[src/rtl/ppu_mode_if.sv]
// ppu_mode_if: control inputs and timing outputs of the PPU mode sequencer
interface ppu_mode_if #(
  parameter int LY_W  = 8,
  parameter int DOT_W = 9
);
  logic             lcd_en;
  logic [LY_W-1:0]  lyc;
  logic [3:0]       stat_sel;
  logic             mode3_done;
  logic             mode2_start;
  logic             mode3_start;
  logic [1:0]       mode;
  logic [LY_W-1:0]  ly;
  logic [DOT_W-1:0] dot;
  logic             lyc_match;
  logic             stat_irq;
  logic             vblank_irq;
  logic             frame_start;
  logic             mode3_timeout;
  modport master (
    output lcd_en, lyc, stat_sel, mode3_done,
    input  mode2_start, mode3_start, mode, ly, dot, lyc_match,
           stat_irq, vblank_irq, frame_start, mode3_timeout
  );
  modport slave (
    input  lcd_en, lyc, stat_sel, mode3_done,
    output mode2_start, mode3_start, mode, ly, dot, lyc_match,
           stat_irq, vblank_irq, frame_start, mode3_timeout
  );
endinterface

[src/rtl/ppu_mode_sequencer.sv]
// ppu_mode_sequencer: scanline/frame timing, PPU mode FSM and STAT/vblank interrupts
module ppu_mode_sequencer #(
  parameter int LINE_CYCLES   = 456,
  parameter int VISIBLE_LINES = 144,
  parameter int TOTAL_LINES   = 154,
  parameter int OAM_CYCLES    = 80,
  parameter int MODE3_MAX     = 289,
  parameter int LY_W          = 8,
  parameter int DOT_W         = 9
) (
  input logic       clk,
  input logic       rst,
  ppu_mode_if.slave bus
);
  typedef enum logic [2:0] {OFF, OAM, XFER, HBLANK, VBLANK} state_t;
  localparam logic [DOT_W-1:0] DOT_LAST  = DOT_W'(LINE_CYCLES - 1);
  localparam logic [DOT_W-1:0] XFER_DOT  = DOT_W'(OAM_CYCLES);
  localparam logic [DOT_W-1:0] XFER_LAST = DOT_W'(OAM_CYCLES + MODE3_MAX - 1);
  localparam logic [LY_W-1:0]  LY_LAST   = LY_W'(TOTAL_LINES - 1);
  localparam logic [LY_W-1:0]  LY_VBL    = LY_W'(VISIBLE_LINES);
  state_t           st;
  logic [LY_W-1:0]  ly, ly_n;
  logic [DOT_W-1:0] dot, dot_n;
  logic             dot_wrap, lyc_match, stat_line, stat_prev;
  logic             m2s, m3s, vbi, fs, sirq, tmo;
  always_comb begin
    dot_wrap = dot == DOT_LAST;
    dot_n    = dot_wrap ? '0 : dot + DOT_W'(1);
    ly_n     = dot_wrap ? (ly == LY_LAST ? '0 : ly + LY_W'(1)) : ly;
  end
  assign lyc_match = ly == bus.lyc;
  assign stat_line = (lyc_match & bus.stat_sel[3]) | ((st == OAM) & bus.stat_sel[2]) |
                     ((st == VBLANK) & bus.stat_sel[1]) | ((st == HBLANK) & bus.stat_sel[0]);
  always_ff @(posedge clk) begin
    if (rst || !bus.lcd_en) begin
      st        <= OFF;
      ly        <= '0;
      dot       <= '0;
      m2s       <= 1'b0;
      m3s       <= 1'b0;
      vbi       <= 1'b0;
      fs        <= 1'b0;
      sirq      <= 1'b0;
      stat_prev <= 1'b0;
      tmo       <= 1'b0;
    end else begin
      m2s       <= 1'b0;
      m3s       <= 1'b0;
      vbi       <= 1'b0;
      fs        <= 1'b0;
      // OFF contributes no STAT history, so the first enabled cycle can raise an edge
      stat_prev <= (st != OFF) && stat_line;
      sirq      <= (st != OFF) && stat_line && !stat_prev;
      if (st == OFF) begin
        st  <= OAM;
        ly  <= '0;
        dot <= '0;
        m2s <= 1'b1;
        fs  <= 1'b1;
      end else begin
        dot <= dot_n;
        ly  <= ly_n;
        if (dot_wrap) begin
          if (ly_n < LY_VBL) begin
            st  <= OAM;
            m2s <= 1'b1;
            fs  <= ly_n == '0;
          end else begin
            st  <= VBLANK;
            vbi <= ly_n == LY_VBL;
          end
        end else if (st == OAM && dot_n == XFER_DOT) begin
          st  <= XFER;
          m3s <= 1'b1;
        end else if (st == XFER && (bus.mode3_done || dot == XFER_LAST)) begin
          st <= HBLANK;
          if (!bus.mode3_done) tmo <= 1'b1;
        end
      end
    end
  end
  assign bus.mode          = st == OAM ? 2'd2 : st == XFER ? 2'd3 : st == VBLANK ? 2'd1 : 2'd0;
  assign bus.ly            = ly;
  assign bus.dot           = dot;
  assign bus.lyc_match     = lyc_match;
  assign bus.mode2_start   = m2s;
  assign bus.mode3_start   = m3s;
  assign bus.vblank_irq    = vbi;
  assign bus.frame_start   = fs;
  assign bus.stat_irq      = sirq;
  assign bus.mode3_timeout = tmo;
endmodule

[src/flat_wrapper.sv]
// flat-port wrapper written by rule: the top's interface ports become plain ports
module ppu_mode_sequencer_flat 
#(
  parameter int LINE_CYCLES   = 456,
  parameter int VISIBLE_LINES = 144,
  parameter int TOTAL_LINES   = 154,
  parameter int OAM_CYCLES    = 80,
  parameter int MODE3_MAX     = 289,
  parameter int LY_W          = 8,
  parameter int DOT_W         = 9
)
  (clk, rst, bus_lcd_en, bus_lyc, bus_stat_sel, bus_mode3_done, bus_mode2_start, bus_mode3_start, bus_mode, bus_ly, bus_dot, bus_lyc_match, bus_stat_irq, bus_vblank_irq, bus_frame_start, bus_mode3_timeout);
  ppu_mode_if #(.LY_W(LY_W), .DOT_W(DOT_W)) bus_i ();
  input logic clk;
  input logic rst;
  input wire logic [$bits(bus_i.lcd_en)-1:0] bus_lcd_en;
  input wire logic [$bits(bus_i.lyc)-1:0] bus_lyc;
  input wire logic [$bits(bus_i.stat_sel)-1:0] bus_stat_sel;
  input wire logic [$bits(bus_i.mode3_done)-1:0] bus_mode3_done;
  output wire logic [$bits(bus_i.mode2_start)-1:0] bus_mode2_start;
  output wire logic [$bits(bus_i.mode3_start)-1:0] bus_mode3_start;
  output wire logic [$bits(bus_i.mode)-1:0] bus_mode;
  output wire logic [$bits(bus_i.ly)-1:0] bus_ly;
  output wire logic [$bits(bus_i.dot)-1:0] bus_dot;
  output wire logic [$bits(bus_i.lyc_match)-1:0] bus_lyc_match;
  output wire logic [$bits(bus_i.stat_irq)-1:0] bus_stat_irq;
  output wire logic [$bits(bus_i.vblank_irq)-1:0] bus_vblank_irq;
  output wire logic [$bits(bus_i.frame_start)-1:0] bus_frame_start;
  output wire logic [$bits(bus_i.mode3_timeout)-1:0] bus_mode3_timeout;
  assign bus_i.lcd_en = bus_lcd_en;
  assign bus_i.lyc = bus_lyc;
  assign bus_i.stat_sel = bus_stat_sel;
  assign bus_i.mode3_done = bus_mode3_done;
  assign bus_mode2_start = bus_i.mode2_start;
  assign bus_mode3_start = bus_i.mode3_start;
  assign bus_mode = bus_i.mode;
  assign bus_ly = bus_i.ly;
  assign bus_dot = bus_i.dot;
  assign bus_lyc_match = bus_i.lyc_match;
  assign bus_stat_irq = bus_i.stat_irq;
  assign bus_vblank_irq = bus_i.vblank_irq;
  assign bus_frame_start = bus_i.frame_start;
  assign bus_mode3_timeout = bus_i.mode3_timeout;
  ppu_mode_sequencer #(.LINE_CYCLES(LINE_CYCLES), .VISIBLE_LINES(VISIBLE_LINES), .TOTAL_LINES(TOTAL_LINES), .OAM_CYCLES(OAM_CYCLES), .MODE3_MAX(MODE3_MAX), .LY_W(LY_W), .DOT_W(DOT_W)) u_core (.clk(clk), .rst(rst), .bus(bus_i));
endmodule
[config.mk]
export PLATFORM = sky130hd
export DESIGN_NAME = ppu_mode_sequencer_flat
export DESIGN_NICKNAME = d
export VERILOG_FILES = /design/src/rtl/ppu_mode_if.sv /design/src/rtl/ppu_mode_sequencer.sv /design/src/flat_wrapper.sv
export SDC_FILE = /design/constraint.sdc
export NUM_CORES = 1
export LEC_CHECK = 0
export ABC_AREA = 0
export CAP_MARGIN = 30
export CORE_UTILIZATION = 44
export CTS_CLUSTER_DIAMETER = 40
export DETAILED_ROUTE_END_ITERATION = 7
export HOLD_SLACK_MARGIN = 0.08
export PLACE_DENSITY = 0.76
export SETUP_SLACK_MARGIN = 0.15
export SYNTH_ARGS = -nofsm -noshare
export SYNTH_HDL_FRONTEND = slang
export SYNTH_SLANG_ARGS = --single-unit
[constraint.sdc]
create_clock -name clk -period 1.8 [get_ports clk]
set_input_delay 0.18 -clock clk [delete_from_list [all_inputs] [get_ports clk]]
set_output_delay 0.18 -clock clk [all_outputs]
set_load 0.05 [all_outputs]
; Word level (Yosys, flattened, before mapping)
; Index checks and enable logic that the tools add are counted.
[classes]
n_addsub = 2
mul = 0
n_div = 0
n_lt_le_gt_ge = 1
n_eq_ne = 10
shift = 0
n_mux = 18
bitwise = 11
n_reduce_logical = 17
[ops]
columns = operator, n
row1 = $eq 9x9->1 const B, 2
row2 = $eq 8x8->1 const B, 2
row3 = $mux 8, 2
row4 = $mux 3, 4
row5 = $add 9x1->9 const B, 1
row6 = $eq 9x7->1 const B, 1
row7 = $mux 1, 9
row8 = $mux 9, 1
row9 = $add 8x1->8 const B, 1
row10 = $eq 8x8->1, 1
row11 = $logic_not 8->1, 1
row12 = $lt 8x8->1 const B, 1
row13 = $eq 3x2->1 const B, 2
row14 = $reduce_bool 3->1, 2
row15 = $reduce_and 5->1, 1
row16 = $and 1x1->1, 4
row17 = $logic_and 1x1->1, 4
row18 = $mux 2, 2
row19 = $not 1->1, 4
row20 = $reduce_bool 4->1, 1
row21 = $reduce_or 4->1, 1
row22 = $eq 3x1->1 const B, 1
row23 = $eq 3x3->1 const B, 1
row24 = $logic_not 3->1, 1
row25 = 5 further kinds, 9
[word_totals]
reg_bits = 27
latch_bits = 0
ramBits = 0
rom_bits = 0
in_bits = 16
out_inout_bits = 26
wordCells = 70
n_memories = 0

; Logic depth before layout (Yosys ltp)
[logic_depth]
ltp_word = 7
mapped_depth = 8
ltp_nobuf = 8

; Least setup slack after synthesis
; No wires, ideal clock.
[synth_path]
path_type = reg2reg
startpoint = register u_core.ly[6] (netlist: u_core.bus.ly[6])
endpoint = register u_core.sirq (netlist: u_core.bus.stat_irq)
setup_time_ns = 0.079
t_arrival_ns = 2.192
t_required_ns = 1.721
path_slack_ns = -0.471
stages_incl_launch_ff = 7
path_buffers = 1
synth_period_minus_slack_ns = 2.271
path_cell_list = dfxtp_1 > buf_2 > xnor2_1 > nand4_1 > nor2_1 > a221oi_1 > nor3_1
[synth_via]
elab_chain_len = 7
[synth_rtl]
columns = item, line_no
row1 = from (decl), ppu_mode_sequencer.sv:22  ; logic [LY_W-1:0] ly, ly_n;
row2 = from (signal assigned), ppu_mode_sequencer.sv:62  ; ly <= ly_n;
row3 = $eq 8x8->1, ppu_mode_sequencer.sv:31  ; assign lyc_match = ly == bus.lyc;
row4 = net bus_lyc_match, flat_wrapper.sv:25  ; output wire logic [$bits(bus_i.lyc_match)-1:0] bus_lyc_match;
row5 = $and 1x1->1, ppu_mode_sequencer.sv:32  ; assign stat_line = (lyc_match & bus.stat_sel[3]) | ((st == OAM) & bus.stat_sel[2]) |
row6 = $or 1x1->1 (2 in a row), ppu_mode_sequencer.sv:32
row7 = $or 1x1->1, ppu_mode_sequencer.sv:33  ; ((st == VBLANK) & bus.stat_sel[1]) | ((st == HBLANK) & bus.stat_sel[0]);
row8 = $logic_and 1x1->1 (2 in a row), ppu_mode_sequencer.sv:53  ; sirq <= (st != OFF) && stat_line && !stat_prev;
row9 = to (signal assigned), ppu_mode_sequencer.sv:53
row10 = to (decl), ppu_mode_sequencer.sv:25  ; logic m2s, m3s, vbi, fs, sirq, tmo;
; The timed path passes the listed nets, and every way through them passes these cells.
; A chain may end at the register's enable or synchronous reset.

; Worst setup path in the final report
[layout_path]
startpoint = register u_core.ly[1] (netlist: u_core.bus.ly[1])
endpoint = register u_core.fs (netlist: u_core.bus.frame_start)
[layout_via]
elab_chain_len = 7
word_cells_on_any_way = 9
classes_between = add/sub: 1 / order compare: 1 / eq/ne: 1 / mux: 5 / reduce/logical: 1
[layout_rtl]
columns = item, line_no
row1 = $add 8x1->8 / $eq 8x8->1 (equally long branches), ppu_mode_sequencer.sv:29  ; ly_n = dot_wrap ? (ly == LY_LAST ? '0 : ly + LY_W'(1)) : ly;
row2 = $mux 8, ppu_mode_sequencer.sv:29
row3 = $mux 8 *, ppu_mode_sequencer.sv:29
row4 = $lt 8x8->1 / $logic_not 8->1 (equally long branches), "ppu_mode_sequencer.sv:64, ppu_mode_sequencer.sv:67"
row5 = $mux 1 *, ppu_mode_sequencer.sv:64  ; if (ly_n < LY_VBL) begin
row6 = $mux 1 *, ppu_mode_sequencer.sv:63  ; if (dot_wrap) begin
row7 = $mux 1 *, ppu_mode_sequencer.sv:54  ; if (st == OFF) begin
row8 = to (signal assigned), ppu_mode_sequencer.sv:50  ; fs <= 1'b0;
row9 = to (signal assigned), ppu_mode_sequencer.sv:59  ; fs <= 1'b1;
row10 = to (signal assigned), ppu_mode_sequencer.sv:67  ; fs <= ly_n == '0;
row11 = to (decl), ppu_mode_sequencer.sv:25
; Mark *: on every way between the ends. The rest lies on a longest branch, timed or not.

==> results.cfg <==
[power]
powerDensity_nw_per_um2 = 420
power.leakage_nw = 0.954
ir_drop_v = 0.000246

[clock_tree]
path_clk_slew_ns = 0.09
tritoncts = done
htree_levels = 1
clock_latency_ns = 0.27
clockBufferDepth = 2
ctsHoldBuffers = 0
cts-root-buf = clkbuf_8
cts-buffers-inserted = 3
clkSinkCount = 27

[synth]
synth_top_area_share_pct = 32.6
syn_avg_cell_area_um2 = 8.59
seq_area_frac_synth_pct = 32.6
synthTopCellsByArea = dfxtp_1 (33%), xnor2_1 (10%), nor2_1 (7.7%)
netlist_area_um2 = 1660
ys_warn_count = 0
syn_nets = 213
ys_ff_latch = 27
synth_top_area_cell = dfxtp_1
syn_inst = 193
ys_types = 49

[global_route]
grt_max_degree = 16
grt_pass1_vias = 1454
gr-total-overflow = 0
grt_use_total_pct = 20.7
antenna_found_initial = 0
grt_pass1_wl_um = 6620

[placement]
dp.cells = 281
port_buffers = 41
gp_congestion = 0.827
place_hpwl_um = 2880

[layout]
diodes = 0
drive_above_1_share_pct = 34.4
final_common_cell = nor2_1
layout.nets = 271
final_cell_mix = nor2_1 (31), buf_4 (27), clkdlybuf4s50_1 (22)
layout-area-overhead-vs-synth_pct = 48.7
final_cells = 296

[floorplanning]
dieWidth_um = 63.4
die_height_um = 63.4
initial_core_util_pct = 47.8
ios = 42
die_area_um2 = 4020
rows = 21
coreArea_um2 = 3470

[worst_setup_path]
arrival_ns = 1.94
cp-end-kind = register
cp.required_ns = 2.01
worst-setup-path-type = reg -> reg
cp_max_fo = 4
critPathLaunchType = register

[sta]
hold_viol_final = 0
skew_ns = 0.00843
worst_pin_slew_ns = 0.499
rsz0062_at_grt = true
setup_viol = 0
slew_viol_final = 0
slew_headroom_pct = 66.6
setup_tns_ns = 0
max_freq_mhz = 578
fin_crit_sh_pct = 96.1
post-route-min-period_ns = 1.73

[min_path]
min_path_type = reg -> reg

[routing]
vias = 1577
routedWlPerCell_um = 13.9
drt-vias-per-instance = 5.33
drc = 0
drtIter0Drc = 50
antenna_left = 0
drt_pass1_iterations = 4
wl_um = 4110

[run]
cap_violations = 0

[outcome]
status = completed
[cells in the mapped netlist, drive strengths merged]
cell type  count
a31o           1
and3           4
a221oi         1
o211ai         1
and4bb         1
nand2         10
nor2b          3
and4           2
a21oi          9
a22oi          1
o21a           1
buf           10
and4b          2
mux2           1
and2           2
xor2           6
nand4b         2
or3            2
dfxtp         27
o21ai          5
nand4          8
nor4           4
a2bb2oi        1
ha             4
a31oi          2
inv            6
or4            1
a311oi         1
nand2b         3
a32oi          1
nand3          7
xnor2         20
clkbuf         4
nor3           3
nor4bb         1
nor2          34
a41o           1
nor3b          1
[final cells by class]
type,instances,area [um2]
multi-input cells,146,1150
fillers,275,1000
repair buffers,67,607
flip-flops and latches,27,584
well taps,46,57.6
clock buffers,3,41.3
inverters,6,22.5
clock inverters,1,5.00
[critical path, stage by stage (launching register included)]
cell	delay, ns
dfxtp_4	0.36
buf_4	0.14
ha_4	0.16
and3_4	0.19
nand3_1	0.11
xor2_1	0.22
and4_1	0.26
nand4_1	0.09
a21oi_1	0.13
[state kept, by name, summed over array words and instances, names as in the netlist]
name	cells
u_core.st	3
u_core.bus.mode2_start	1
u_core.bus.stat_irq	1
u_core.bus.frame_start	1
u_core.bus.vblank_irq	1
u_core.stat_prev	1
u_core.bus.ly	8
u_core.bus.mode3_timeout	1
u_core.bus.mode3_start	1
u_core.bus.dot	9
[worst paths after layout]
kind                         start                      to  slack, ns  depth (start not counted)
setup / recovery  u_core.bus.ly[1]  u_core.bus.frame_start       0.07                          8
hold / removal    u_core.stat_prev     u_core.bus.stat_irq       0.40                          1
setup reg to reg  u_core.bus.ly[1]  u_core.bus.frame_start       0.07                          8
hold reg to reg   u_core.stat_prev     u_core.bus.stat_irq       0.40                          1
[stage by stage]
step                      setup WS [ns]  hold WS [ns]  utilization (%)  total power, mW  area, um2
after floorplan                  0.0690         0.359                -            0.652       1730
after global placement          0.00876         0.384             63.8            0.704       2210
after detailed placement        -0.0401         0.383             63.8            0.704       2210
after CTS                        0.0778         0.400             67.6             1.03       2340
after global routing            -0.0328         0.410             71.1             1.08       2460
final                            0.0696         0.397             71.1             1.03       2460
[per-layer routing]
| metal | vias up | part of all wire (%) | GRT usage, % |
|---|---|---|---|
| met5 | - | 0 | 0 |
| li1 | 787 | - | - |
| met3 | 4 | 2.7 | 2.17 |
| met4 | 0 | 0.83 | 6.53 |
| met1 | 749 | 45 | 25.4 |
| met2 | 37 | 52 | 37.2 |
[repair_timing]
action	CTS	global route
gates resized for setup	24	18
endpoints found under the setup margin	21	21
pin swaps	7	10
buffers inserted	7	4
[where the power goes]
group	switching, mW	leakage [nW]	internal, mW	total (mW)
Sequential	0.00228	0.230	0.588	0.590
Combinational	0.0464	0.699	0.0568	0.103
Clock	0.186	0.0255	0.155	0.341
[logic make-up (layout without fill, tap and decap cells)]
| kind of cell | after synthesis | in the layout | share of synthesized area [%] |
|---|---|---|---|
| adder cells (fa/ha/maj) | 4 | 4 | 3.02 |
| buffers and inverters | 20 | 77 | 7.24 |
| flip-flops | 27 | 27 | 32.6 |
| AO/OA/AOI/OAI | 25 | 25 | 10.0 |
| multiplexers | 1 | 1 | 0.679 |
| AND/OR/NAND/NOR | 90 | 90 | 31.8 |
| XOR/XNOR | 26 | 26 | 14.6 |
Power figures use the tool's default switching activity.
==> patch 1, RTL diff (same flow settings) <==
`LY_W` is set to 8 in 3 places; all go to 7.
--- a/src/rtl/ppu_mode_if.sv
+++ b/src/rtl/ppu_mode_if.sv
@@ -2,3 +2,3 @@
 interface ppu_mode_if #(
-  parameter int LY_W  = 8,
+  parameter int LY_W  = 7,
   parameter int DOT_W = 9
--- a/src/rtl/ppu_mode_sequencer.sv
+++ b/src/rtl/ppu_mode_sequencer.sv
@@ -7,3 +7,3 @@
   parameter int MODE3_MAX     = 289,
-  parameter int LY_W          = 8,
+  parameter int LY_W          = 7,
   parameter int DOT_W         = 9
--- a/src/flat_wrapper.sv
+++ b/src/flat_wrapper.sv
@@ -8,3 +8,3 @@
   parameter int MODE3_MAX     = 289,
-  parameter int LY_W          = 8,
+  parameter int LY_W          = 7,
   parameter int DOT_W         = 9
Ports: changed (resized bus_ly and bus_lyc); port bits go from 42 to 40. No check against the original RTL was run, so the function may have changed too.
==> patch 1 against the original RTL <==
The run now ends with setup timing left. Design area barely moved. Critical path depth did not move. Worst setup slack got worse by 300 ps. Area after synthesis fell by 12%. Global-route usage rose by 6.0 points. Routed wire length rose by 14%. Synthesized cell count fell by 7.8%. Power fell by 0.47%. Sequential cell count fell by 1. Fmax fell by 15%.
==> patch 1: results <==
group,metric,value,unit
timing,relSlewSlack,0.662,
detailed_routing,wl_per_cell,15.9,um
logic_synthesis,synthTopCellsByCount,"27 x nor2_1, 26 x dfxtp_1, 14 x xnor2_1",
logic_synthesis,ys_seq_area_frac,0.357,
critical_path,max_stage_delay,480,ps
power_and_ir_drop,p_int,792,uW
grt,grt_usage,0.267,
grt,met1_usage,0.305,
finish,top_regs,"u_core.bus.dot x9, u_core.bus.ly x7, u_core.st x3",
power_and_ir_drop,p_seq_frac,0.558,
finish,drive_above_1_share,0.402,
timing,setup_slack,-234,ps
detailed_routing,vias,1617,
clocking,insertion_delay,320,ps
power_and_ir_drop,p_leak,1.02,nW
logic_synthesis,synthCells,178,
detailed_routing,drt_iter0_drc,42,
power_and_ir_drop,irDropWorstVdd,249,uV
place,gp_congestion,0.954,
finish,fin_cells,293,
logic_synthesis,synthXorXnorAreaFrac,0.108,
timing,finClkSkew,4.90,ps
timing,setup_viol,9,
finish,final_nets,269,
logic_synthesis,yosys-top-cells-area,"dfxtp_1 36%, xnor2_1 8.4%, nor2_1 7.0%",
critical_path,r2r-start,"u_core.bus.ly[0]",
logic_synthesis,synthAdderAreaFrac,0.0344,
status,status,"finished, violations left",
clocking,cts.clk_slew.worst_paths,150,ps
logic_synthesis,ys_types,42,
status,violations,"setup timing",
logic_synthesis,post_synth_mux_area_share,0.00687,
critical_path,critPathLaunchType,"flop",
grt,met2_usage,0.494,
grt,grt_pass1_wl,7020,um
clocking,clockRootBuffer,"clkbuf_4",
place,io_buffers,39,
timing,fin_tns_setup,-930,ps
place,dp_slack,-148,ps
logic_synthesis,syn-num-nets,197,
detailed_routing,drtPass1Iterations,4,
grt,grtUsageMet3,0.0328,
logic_synthesis,synth_compound_area_frac,0.144,
power_and_ir_drop,p_switching,237,uW
critical_path,worst_path_max_delay_cell,"or4_4",
place,hpwl,3120,um
place,dpl-instance-area,2160,um^2
place,placedCellCount,280,
-- patch 1: cell count changes in the layout (fill, tap and decap cells not counted), sizes merged, moves of 5 or more --
cell	unedited run	this run
xnor2	20	14
nand4	8	3
nor2	34	27
clkdlybuf4s50	22	14
buf	31	44
-- patch 1: per-layer routing --
layer	part of all wire	vias up
li1	-	755
met1	0.37	760
met2	0.54	83
met3	0.060	19
met4	0.036	0
met5	0	-
-- patch 1: cells by family after synthesis --
| group | count (synthesis) |
|---|---|
| buffers and inverters | 19 |
| and+or+nand+nor | 84 |
| xor gates and xnor gates | 18 |
| muxes | 1 |
| adders and majority gates | 4 |
| DFF | 26 |
| AOI/OAI and AO/OA | 26 |
-- patch 1: layout make-up --
cell class | instances | area, um^2
Tap cell | 44 | 55.1
Clock buffer | 4 | 47.5
Multi-Input combinational cell | 133 | 1070
Timing Repair Buffer | 77 | 701
Fill cell | 227 | 639
Inverter | 9 | 33.8
Sequential cell | 26 | 558
-- patch 1: final timing paths --
| kind | end | slack, ps | cells after the start |
|---|---|---|---|
| hold / removal | u_core.bus.stat_irq | 400 | 1 |
| hold reg to reg | u_core.bus.stat_irq | 400 | 1 |
| setup / recovery | u_core.bus.frame_start | -230 | 8 |
| setup reg to reg | u_core.bus.frame_start | -230 | 8 |
-- patch 1: timing repair --
| item | 4_1_cts | 5_1_grt |
|---|---|---|
| gates cloned | 1 | 0 |
| hold buffers | 0 | 0 |
| gates resized for setup | 42 | 20 |
| endpoints found under the setup margin | 35 | 27 |
| pin swaps | 12 | 5 |
| buffers inserted | 8 | 0 |
-- patch 1: worst max-delay path: cells and delay by family (launching register included) --
kind | cells | cell delay [ps]
adders and majority gates | 1 | 140
buffers and inverters | 1 | 180
DFF | 1 | 400
and+or+nand+nor | 4 | 930
AOI/OAI and AO/OA | 2 | 330
==> patch 2, RTL diff (same settings) <==
Without the edit above. The 5 states of `state_t` get a Gray code encoding in 3 bits.
--- a/src/rtl/ppu_mode_sequencer.sv
+++ b/src/rtl/ppu_mode_sequencer.sv
@@ -14,3 +14,3 @@
 );
-  typedef enum logic [2:0] {OFF, OAM, XFER, HBLANK, VBLANK} state_t;
+  typedef enum logic [2:0] {OFF = 3'b000, OAM = 3'b001, XFER = 3'b011, HBLANK = 3'b010, VBLANK = 3'b110} state_t;
   localparam logic [DOT_W-1:0] DOT_LAST  = DOT_W'(LINE_CYCLES - 1);
Behaviour: no difference found for any inputs over 10 cycles, from zero or initial values; not proved beyond that.
==> patch 2 against the original RTL <==
The run now ends with setup timing left. Worst hold slack improved by 3.0 ps. Worst setup slack got worse by 150 ps. Routed wire length is 24% higher. Fmax is 7.9% lower. Sequential share of layout area decreased by 1.9 points. Area after synthesis is 1.3% lower. Power grew 2.8%. Sequential cell count unchanged. Clock skew decreased by 4.1 ps. Design area rose by 9.1%. Largest power group unchanged.
==> patch 2: results <==
group,metric,value,unit
critical_path,r2r-start,"u_core.bus.dot[0]",
critical_path,cp_max_fo,3,
critical_path,crit_arrival,2040,ps
clocking,cts_htree_levels,1,
place,dp_slack,-62.4,ps
logic_synthesis,yosys-top-cells-area,"dfxtp_1 33%, xnor2_1 9.1%, nor2_1 6.2%",
timing,fin_tns_setup,-182,ps
finish,antenna_cells,0,
clocking,cts.clk_slew.worst_paths,100,ps
finish,max_flop_register,"u_core.bus.dot",
logic_synthesis,synth-main-ff-cell,"dfxtp_1",
detailed_routing,via_per_inst,5.58,
critical_path,max_stage_delay,390,ps
finish,final_nets,297,
timing,tightest_slew,505,ps
status,status,"finished, violations left",
finish,top_regs,"u_core.bus.dot x9, u_core.bus.ly x8, u_core.st x3",
grt,grt_usage,0.259,
grt,grt_pass1_vias,1691,
critical_path,rr_worst_depth,7,
critical_path,critPathLaunchType,"flop",
power_and_ir_drop,irDropWorstVdd,229,uV
power_and_ir_drop,p_leak,1.04,nW
place,io_buffers,41,
grt,grt_max_degree,16,
finish,drive_above_1_share,0.391,
detailed_routing,drtPass1Iterations,4,
place,gp_congestion,0.889,
min_path,holdCritStartpoint,"u_core.stat_prev",
logic_synthesis,async_reset_ff_frac,0,
logic_synthesis,ys_types,49,
min_path,hold_end,"u_core.bus.stat_irq",
status,violations,"setup timing",
critical_path,endpoint,"u_core.st[1]",
logic_synthesis,ys_warn_count,0,
min_path,whs_path_depth,1,
timing,finClkSkew,4.30,ps
timing,setup_viol,3,
min_path,hold_path_class,"reg -> reg",
logic_synthesis,synthTopCellsByCount,"27 x dfxtp_1, 27 x nor2_1, 17 x xnor2_1",
critical_path,worst_path_max_delay_cell,"a311o_1",
detailed_routing,wl_per_cell,15.8,um
clocking,clockRootBuffer,"clkbuf_8",
timing,setup_slack,-78.3,ps
logic_synthesis,syn-num-nets,217,
timing,fin_hold_ws,400,ps
finish,fillCellCount,244,
place,hpwl,3580,um
clocking,insertion_delay,280,ps
detailed_routing,drt_iter0_drc,89,
clocking,cts_buffer_depth,2,
clocking,cts_buffers,3,
grt,grt_pass1_wl,7960,um
critical_path,crit_family,"compound AO/OA/AOI/OAI gates",
grt,antenna_found_initial,0,
logic_synthesis,ys_seq_area_frac,0.330,
patch 2: per-stage QoR:
stage | area (um^2) | std cells
final | 2690 | 322
after global routing | 2690 | 322
after CTS | 2540 | 317
after detailed placement | 2440 | 310
after global placement | 2440 | 310
after floorplan | 1770 | 197
patch 2: routing by layer:
metal | GRT usage | wire length, um | up-vias | part of all wire
met3 | 0.0474 | 297 | 9 | 0.058
met5 | 0 | 0 | - | 0
met2 | 0.411 | 2430 | 64 | 0.48
met1 | 0.346 | 2290 | 849 | 0.45
li1 | - | - | 875 | -
met4 | 0.0930 | 79 | 0 | 0.015
patch 2: where the power goes:
group | switching (mW) | internal [mW]
clock network | 0.207 | 0.156
logic | 0.0494 | 0.0610
registers | 0.00358 | 0.587
patch 2: cell families after synthesis:
kind of cell | after synthesis | share of synthesized area
AND/OR/NAND/NOR | 93 | 0.326
AO/OA/AOI/OAI | 36 | 0.152
flip-flops | 27 | 0.330
XOR/XNOR | 22 | 0.118
buffers and inverters | 14 | 0.0367
adder cells (fa/ha/maj) | 4 | 0.0306
multiplexers | 1 | 0.00688
patch 2: final cells by class:
class	count	area [um^2]	area share
multi-input combinational	156	1240	0.461
timing repair buffer	83	736	0.274
sequential	27	587	0.218
tap	46	57.6	0.0214
clock buffer	3	41.3	0.0154
inverter	6	22.5	0.00838
clock inverter	1	5.00	0.00186
patch 2: timing repair:
action / in CTS / in global routing
gates resized for setup: 20 / 19
endpoints found under the hold margin: 0 / 0
buffers inserted: 3 / 5
pin swaps: 9 / 18
setup endpoints to repair: 18 / 23
